==> config.mk <==
export PLATFORM = sky130hd
export DESIGN_NAME = rdma_scatter_sequencer
export DESIGN_NICKNAME = d
export VERILOG_FILES = /design/src/rtl/rdma_scatter_sequencer.sv
export SDC_FILE = /design/constraint.sdc
export NUM_CORES = 1
export LEC_CHECK = 0
export CORE_AREA = 2 2 529 531
export DETAILED_ROUTE_END_ITERATION = 6
export DIE_AREA = 0 0 531 533
export GPL_TIMING_DRIVEN = 0
export PLACE_DENSITY_LB_ADDON = 0.3
export SLEW_MARGIN = 20
export SYNTH_ARGS = -nofsm -noshare
export SYNTH_HDL_FRONTEND = slang
export SYNTH_SLANG_ARGS = --single-unit
==> constraint.sdc <==
create_clock -name aclk -period 11.7 [get_ports aclk]
set_input_delay 1.755 -clock aclk [delete_from_list [all_inputs] [get_ports aclk]]
set_output_delay 1.755 -clock aclk [all_outputs]
set_load 0.05 [all_outputs]
==> src/rtl/rdma_scatter_sequencer.sv <==
// Splits one RDMA payload message into four equal segments, issuing a local write
// request per segment and then passing exactly that segment's beats downstream.
module rdma_scatter_sequencer #(
  parameter int VADDR_W = 48,
  parameter int LEN_W   = 28,
  parameter int PID_W   = 6,
  parameter int DATA_W  = 512
) (
  input  logic               aclk,
  input  logic               areset,
  input  logic [VADDR_W-1:0] cfg_vaddr_1,
  input  logic [VADDR_W-1:0] cfg_vaddr_2,
  input  logic [VADDR_W-1:0] cfg_vaddr_3,
  input  logic [VADDR_W-1:0] cfg_vaddr_4,
  input  logic               cfg_vaddr_valid,
  input  logic [LEN_W-1:0]   cfg_seg_len,
  input  logic [PID_W-1:0]   cfg_pid,
  input  logic [DATA_W-1:0]  s_tdata,
  input  logic               s_tvalid,
  output logic               s_tready,
  input  logic               s_tlast,
  output logic [VADDR_W-1:0] m_req_vaddr,
  output logic [LEN_W-1:0]   m_req_len,
  output logic [PID_W-1:0]   m_req_pid,
  output logic               m_req_last,
  output logic               m_req_valid,
  input  logic               m_req_ready,
  output logic [DATA_W-1:0]  m_tdata,
  output logic               m_tvalid,
  input  logic               m_tready,
  output logic               m_tlast,
  output logic               busy,
  output logic               done,
  output logic               err
);

  localparam int             BEAT_B   = DATA_W / 8;
  localparam int             BEAT_SH  = $clog2(BEAT_B);
  localparam logic [LEN_W:0] BEAT_RND = (LEN_W+1)'(BEAT_B - 1);

  typedef enum logic [1:0] {
    S_IDLE,
    S_REQ,
    S_DATA,
    S_DONE
  } state_t;

  state_t             state_q, state_d;
  logic [1:0]         idx_q, idx_d;
  logic [LEN_W-1:0]   beat_cnt_q, beat_cnt_d;
  logic               err_q, err_d;
  logic               vld_q;
  logic [LEN_W-1:0]   seg_len_q;
  logic [LEN_W-1:0]   seg_beats_q;
  logic [PID_W-1:0]   pid_q;
  logic [VADDR_W-1:0] vaddr_q [4];
  logic [VADDR_W-1:0] cfg_vaddr [4];

  logic               arm;
  logic               latch_cfg;
  logic               in_req;
  logic               in_data;
  logic               beat_hs;
  logic               seg_end;
  logic               final_beat;
  logic [LEN_W:0]     len_round;
  logic [LEN_W-1:0]   seg_beats_calc;

  assign cfg_vaddr[0] = cfg_vaddr_1;
  assign cfg_vaddr[1] = cfg_vaddr_2;
  assign cfg_vaddr[2] = cfg_vaddr_3;
  assign cfg_vaddr[3] = cfg_vaddr_4;

  // Round up to whole beats; the extra bit keeps the carry of a near-max length.
  assign len_round      = {1'b0, cfg_seg_len} + BEAT_RND;
  assign seg_beats_calc = LEN_W'(len_round >> BEAT_SH);

  assign in_req     = (state_q == S_REQ);
  assign in_data    = (state_q == S_DATA);
  assign arm        = (state_q == S_IDLE) && cfg_vaddr_valid && !vld_q;
  assign beat_hs    = in_data && s_tvalid && m_tready;
  assign seg_end    = (beat_cnt_q == '0);
  assign final_beat = seg_end && (idx_q == 2'd3);

  always_comb begin
    state_d    = state_q;
    idx_d      = idx_q;
    beat_cnt_d = beat_cnt_q;
    err_d      = err_q;
    latch_cfg  = 1'b0;
    case (state_q)
      S_IDLE: begin
        if (arm) begin
          latch_cfg = 1'b1;
          idx_d     = 2'd0;
          err_d     = (cfg_seg_len == '0);
          if (cfg_seg_len != '0) begin
            state_d = S_REQ;
          end
        end
      end
      S_REQ: begin
        if (m_req_ready) begin
          state_d    = S_DATA;
          beat_cnt_d = seg_beats_q - 1'b1;
        end
      end
      S_DATA: begin
        if (beat_hs) begin
          beat_cnt_d = beat_cnt_q - 1'b1;
          // A message end anywhere but the very last beat truncates the scatter.
          if (s_tlast && !final_beat) begin
            err_d   = 1'b1;
            state_d = S_DONE;
          end else if (seg_end) begin
            if (idx_q == 2'd3) begin
              state_d = S_DONE;
              if (!s_tlast) begin
                err_d = 1'b1;
              end
            end else begin
              idx_d   = idx_q + 2'd1;
              state_d = S_REQ;
            end
          end
        end
      end
      S_DONE: begin
        state_d = S_IDLE;
      end
      default: begin
        state_d = S_IDLE;
      end
    endcase
  end

  always_ff @(posedge aclk) begin
    if (areset) begin
      state_q    <= S_IDLE;
      idx_q      <= 2'd0;
      beat_cnt_q <= '0;
      err_q      <= 1'b0;
      vld_q      <= 1'b1;
    end else begin
      state_q    <= state_d;
      idx_q      <= idx_d;
      beat_cnt_q <= beat_cnt_d;
      err_q      <= err_d;
      vld_q      <= cfg_vaddr_valid;
    end
  end

  always_ff @(posedge aclk) begin
    if (areset) begin
      seg_len_q   <= '0;
      seg_beats_q <= '0;
      pid_q       <= '0;
      for (int i = 0; i < 4; i++) begin
        vaddr_q[i] <= '0;
      end
    end else if (latch_cfg) begin
      seg_len_q   <= cfg_seg_len;
      seg_beats_q <= seg_beats_calc;
      pid_q       <= cfg_pid;
      for (int i = 0; i < 4; i++) begin
        vaddr_q[i] <= cfg_vaddr[i];
      end
    end
  end

  // Request fields are forced to zero outside REQ so an idle block drives a quiet bus.
  assign m_req_valid = in_req;
  assign m_req_vaddr = in_req ? vaddr_q[idx_q] : '0;
  assign m_req_len   = in_req ? seg_len_q : '0;
  assign m_req_pid   = in_req ? pid_q : '0;
  assign m_req_last  = in_req && (idx_q == 2'd3);

  assign m_tvalid = in_data && s_tvalid;
  assign s_tready = in_data && m_tready;
  assign m_tdata  = in_data ? s_tdata : '0;
  assign m_tlast  = in_data && (seg_end || s_tlast);

  assign busy = (state_q != S_IDLE);
  assign done = (state_q == S_DONE);
  assign err  = err_q;

endmodule
Word level (Yosys, flattened, before mapping)

Memory sizes are Yosys's and may differ from the RTL's. A register that Yosys moved wholly into a read port is not among the register bits.
Index checks and enable logic that the tools add are counted.

Reduce and logical (&&, ||, !) cells: 23
Multiplexer cells: 41
Bitwise logic cells: 4
Add/subtract/negate cells: 4
Equality and inequality tests: 14

Operator list:

| cell                                                   | number |
|---|---|
| two-way mux 512 bit                                    | 1 |
| two-way mux 48 bit                                     | 5 |
| two-way mux 28 bit                                     | 3 |
| logical NOT 28 bit                                     | 2 |
| one-hot mux 28 bit (2 select lines)                    | 1 |
| adder 28 x 6 -> 29 bit (second input constant)         | 1 |
| two-way mux 2 bit                                      | 14 |
| nonzero test 28 bit                                    | 1 |
| subtractor 28 x 1 -> 28 bit (second input constant)    | 1 |
| subtractor 23 x 1 -> 24 bit (second input constant)    | 1 |
| two-way mux 1 bit                                      | 13 |
| AND reduction 6 bit                                    | 2 |
| logical AND 1 bit                                      | 9 |
| inequality test 2 bit (second input constant)          | 4 |
| one-hot mux 2 bit (4 select lines)                     | 1 |
| == test 2 bit (second input constant)                  | 3 |
| two-way mux 6 bit                                      | 1 |
| inequality test 2 x 1 -> 1 bit (second input constant) | 3 |
| inequality test 3 x 1 -> 1 bit (second input constant) | 2 |
| nonzero test 2 bit                                     | 3 |
| AND reduction 5 bit                                    | 1 |
| bitwise OR 1 bit                                       | 4 |
| one-hot mux 2 bit (2 select lines)                     | 1 |
| inequality test 3 x 2 -> 1 bit (second input constant) | 1 |
| 7 further kinds                                        | 8 |

Input port bits: 745
Output and inout bits: 602
Word-level logic and storage cells: 95
Memories: 1
Register bits after elaboration: 91
RAM bits: 192

Memories:

| name    | words | bits a word | rd ports | clocked after memory_dff | wr ports | RTL line | RTL |
|---|---|---|---|---|---|---|---|
| vaddr_q | 4     | 48          | 1        | 1                        | 4        | 56       | `logic [VADDR_W-1:0] vaddr_q [4];` |

Logic depth before layout (Yosys ltp)

Word-level depth: 9
Depth in mapped cells: 8
Mapped depth without buffers: 7

Worst setup path after synthesis

No wires, ideal clock.

Kind: input to register
From: input port cfg_vaddr_valid
To: memory vaddr_q[0][0] (enable)
Buffers on the path: 1
Setup time: 0.586 ns
Cell stages on the path: 4
Setup slack: 4.408 ns
Data arrival time: 6.706 ns
Required time: 11.114 ns
Cells stage by stage: nand2b_1 or2_2 clkbuf_1 nand2b_1

RTL lines:

| element     | RTL line | RTL |
|---|---|---|
| from (decl) | 15       | `input logic cfg_vaddr_valid,` |
| to (decl)   | 56       |  |

Final worst setup path

From: register state_q[0]
To: output port m_req_vaddr[22]

Cells in the longest elaborated chain, start to end: 2

Ends and longest elaborated chain:

| element                | RTL line | RTL |
|---|---|---|
| from (decl)            | 48       | `state_t state_q, state_d;` |
| from (signal assigned) | 145      | `state_q <= state_d;` |
| == test 2 x 1 -> 1 bit | 78       | `assign in_req = (state_q == S_REQ);` |
| two-way mux 48 bit     | 173      | `assign m_req_vaddr = in_req ? vaddr_q[idx_q] : '0;` |
| to (decl)              | 22       | `output logic [VADDR_W-1:0] m_req_vaddr,` |

No other way between the ends.

==> run_results.csv <==
group,metric,value,unit
timing,rsz0062_at_grt,"false",
pwr,switchingPower,0.001013,W
timing,hold_ws,0.4521,ns
clock_tree,cts_tree,"done",
pwr,swShare,31.66,%
drt,wl,276100,µm
logic_synthesis,ys_ff_latch,285,
critical_path,critPathKind,"reg2out",
timing,worstMarginPinSlew,1.183,ns
clock_tree,cts.sinks,285,
clock_tree,htreeDepth,2,
die,core_area,277900,µm²
drt,drt_iter0_drc,1447,
die,design.die.area,283000,µm²
global_routing,grt.busiest_layer,"met2",
pwr,p_seq_share,36.0,%
critical_path,timing.rr.start,"state_q[0]",
critical_path,cp_data_arrival_time,4.69,ns
logic_synthesis,synth_compound_area_share,6.002,%
cells_and_area,fin_nets,3944,
logic_synthesis,synth_nets,2552,
cells_and_area,syn_to_final_growth,116.9,%
clock_tree,cts_made_buffers,38,
cells_and_area,layout-drive-gt1-share,5.366,%
timing,min_period,6.447,ns
global_routing,grt_use_met1,14.51,%
logic_synthesis,avgSynthCellArea,9.619,µm²
global_routing,grt_pass1_vias,21070,
logic_synthesis,synth_xor_area_share,1.717,%
drt,ant_nets,0,
logic_synthesis,synth-async-reset-ratio,0,%
logic_synthesis,syn-instance-count,1803,
die,start_util,6.240,%
outcome,status,"finished clean",
critical_path,end_kind,"output pin",
logic_synthesis,synthMuxAreaShare,6.291,%
logic_synthesis,synth-simple-area-share,38.19,%
timing,finalSetupTns,0,ns
cells_and_area,layout_common_cells,"1335 x clkdlybuf4s50_1, 792 x and2_1, 192 x edfxtp_1, 127 x clkbuf_1, 106 x nand2_1",
place,hpwl,252400,µm
flow_run,cap_violations,0,
pwr,p_int,0.002187,W
timing,report.final.slew_viol_count,0,
global_routing,gr-total-overflow,0,
logic_synthesis,ys_warn_count,0,
drt,remaining_drc_errors,0,
logic_synthesis,synth_top_family_by_area,"simple AND/OR/NAND/NOR gates",
global_routing,grt_pass1_wl,319000,µm
pwr,power_frac_clock,38.8,%
cells_and_area,mostFrequentLayoutCell,"clkdlybuf4s50_1",
critical_path,crit_path_frequent_cell,"clkbuf_1",
place,place_congestion,1.013,
worst_hold_path,min_path_cells,2,
clock_tree,clkLatencyLatePin,0.62,ns
die,row_count,194,
clock_tree,clk_pin_slew,0.06,ns
die,die_x,531,µm
pwr,ir_worst_vdd,0.00008626,V
logic_synthesis,synthAdderAreaFrac,0.2886,%
global_routing,grtUsageMet2,34.57,%
timing,maxSlewHeadroom,21.10,%
die,die_h,533,µm
clock_tree,ctsResizeCount,0,
worst_hold_path,min_path_type,"reg2reg",
timing,fmax,0.1551,GHz
timing,finalClockSkew,0.02497,ns
clock_tree,ctsLongestPathBuffers,3,
logic_synthesis,dominantRegCellSynth,"edfxtp_1",
logic_synthesis,yosysSeqAreaShare,43.98,%
pwr,leakagePower,12.19,nW
global_routing,use_met3,9.662,%
clock_tree,cts_setup_buffers,0,
drt,dr.pass1.iters,5,
critical_path,cpMaxStageDelayCell,"clkbuf_1",
logic_synthesis,synth_area,17340,µm²
worst_hold_path,hold_start,"seg_len_q[22]",
critical_path,reg2regPathDepth,7,
drt,wl_per_cell,38.19,µm
logic_synthesis,synth_edf_count,192,
global_routing,grt_use_total,18.76,%
clock_tree,cts-root-buf,"clkbuf_16",
timing,finalCritPeriodShare,55.10,%
die,io-pin-count,1347,
drt,num_vias,21600,
critical_path,crit_path_cell_trace,"clkbuf_1, nor2b_1, clkbuf_2, clkbuf_1, and2_1, clkdlybuf4s50_1",
timing,hold_violations,0,
global_routing,antenna_found_initial,329,
worst_hold_path,holdPathEnd,"seg_len_q[22]",
global_routing,grt_max_degree,52,
critical_path,crit_path_start_kind,"flip-flop",
timing,setup_viol,0,
critical_path,max_stage_delay,0.92,ns
pwr,powerDensity,85.08,nW/µm²
critical_path,cp.required,9.95,ns
drt,via_per_inst,2.988,
logic_synthesis,synthDistinctLibCells,66,
pwr,total_power,0.003200,W
place,port_buffers,1344,
critical_path,r2r_end,"vaddr_q[0][20]",
critical_path,cp_max_fo,10,
critical_path,r2r_setup_slack,8.05,ns
clock_tree,postCtsHoldBufs,0,
pwr,pwr-share-comb,25.2,%
==> state kept, by name, indices dropped and copies added, names as in the netlist, named ones only <==
| register | flops |
|---|---|
| vaddr_q | 192 |
| beat_cnt_q | 28 |
| seg_len_q | 28 |
| seg_beats_q | 23 |
| pid_q | 6 |
| idx_q | 2 |
| state_q | 2 |
| err | 1 |
| vld_q | 1 |
==> worst max-delay path by stage <==
stage	start	end	slack, ns	cells past startpoint
after floorplan	cfg_vaddr_valid	vaddr_q[0][0]	4.41	4
after global placement	cfg_vaddr_valid	vaddr_q[2][21]	0.80	5
after detailed placement	state_q[0]	m_req_vaddr[7]	5.43	6
after CTS	state_q[0]	m_req_vaddr[7]	4.72	6
after global routing	state_q[0]	m_req_vaddr[7]	4.74	6
final	state_q[0]	m_req_vaddr[22]	5.25	6
==> area by class of cell <==
class                           count  area (µm²)
Fill cell                       31720      240300
Timing Repair Buffer             1352       13610
Multi-Input combinational cell   1365        9111
Sequential cell                   285        7627
Tap cell                         3724        4659
Clock buffer                       51        1051
Antenna cell                      281       703.2
Buffer                            143       590.6
Clock inverter                     18       222.7
Inverter                           10       37.54
==> critical path, delay by kind of cell (launching register included) <==
| kind | cells | cell delay [ns] |
|---|---|---|
| buf+inv | 4 | 2.72 |
| flops | 1 | 0.34 |
| simple gates | 2 | 0.95 |
==> cells in the mapped netlist, types with 5 or more instances <==
| cell type | count | area, µm² |
|---|---|---|
| a211oi_1 | 23 | 172.7 |
| a21oi_1 | 59 | 295.3 |
| a31oi_1 | 14 | 87.58 |
| and2_1 | 792 | 4955 |
| and3_1 | 5 | 31.28 |
| buf_1 | 6 | 22.52 |
| clkbuf_1 | 129 | 484.2 |
| dfxtp_1 | 93 | 1862 |
| edfxtp_1 | 192 | 5766 |
| inv_1 | 10 | 37.54 |
| mux4_2 | 48 | 1081 |
| nand2_1 | 106 | 397.9 |
| nand2b_1 | 9 | 56.30 |
| nand3_1 | 19 | 95.09 |
| nand4_1 | 18 | 112.6 |
| nor2_1 | 67 | 251.5 |
| nor3_1 | 18 | 90.09 |
| nor4_1 | 20 | 125.1 |
| nor4_2 | 5 | 62.56 |
| o211ai_1 | 7 | 52.55 |
| o21ai_0 | 23 | 115.1 |
| o31ai_1 | 5 | 37.54 |
| or2_2 | 10 | 62.56 |
| or3_1 | 11 | 68.82 |
| or4_1 | 8 | 60.06 |
| xnor2_1 | 19 | 166.4 |
| xor2_1 | 15 | 131.4 |
==> per-layer routing <==
metal	vias up	part of all wire, %
met4	130	8.1
li1	9247	-
met3	615	11
met5	-	0.44
met1	10160	27
met2	1451	53
==> stage by stage <==
step                      utilization [%]  area [µm²]  worst slack [ns]  std cells
final                               13.53       37610             5.253       7229
after global routing                13.45       37380             4.743       7138
after CTS                           13.29       36950             4.718       6948
after global placement              12.76       35460            0.8048       6871
after floorplan                         -       17340             4.408       1803
after detailed placement            12.83       35670             5.433       6879
==> logic make-up after synthesis <==
logic type / count (synthesis)
DFF: 285
adders and majority gates: 4
muxes: 49
AOI/OAI and AO/OA: 163
and+or+nand+nor: 1115
buffers and inverters: 153
xor gates and xnor gates: 34
==> power groups by stage <==
stage	Clock, W	Combinational [W]	Sequential, W
2_1_floorplan	0	0.000313	0.00117
3_3_place_gp	0	0.000802	0.00119
3_5_place_dp	0	0.000810	0.00117
4_1_cts	0.00129	0.000814	0.00115
5_1_grt	0.00132	0.000844	0.00116
6_report	0.00124	0.000806	0.00115
No activity file was read; power rests on OpenSTA's default activity.
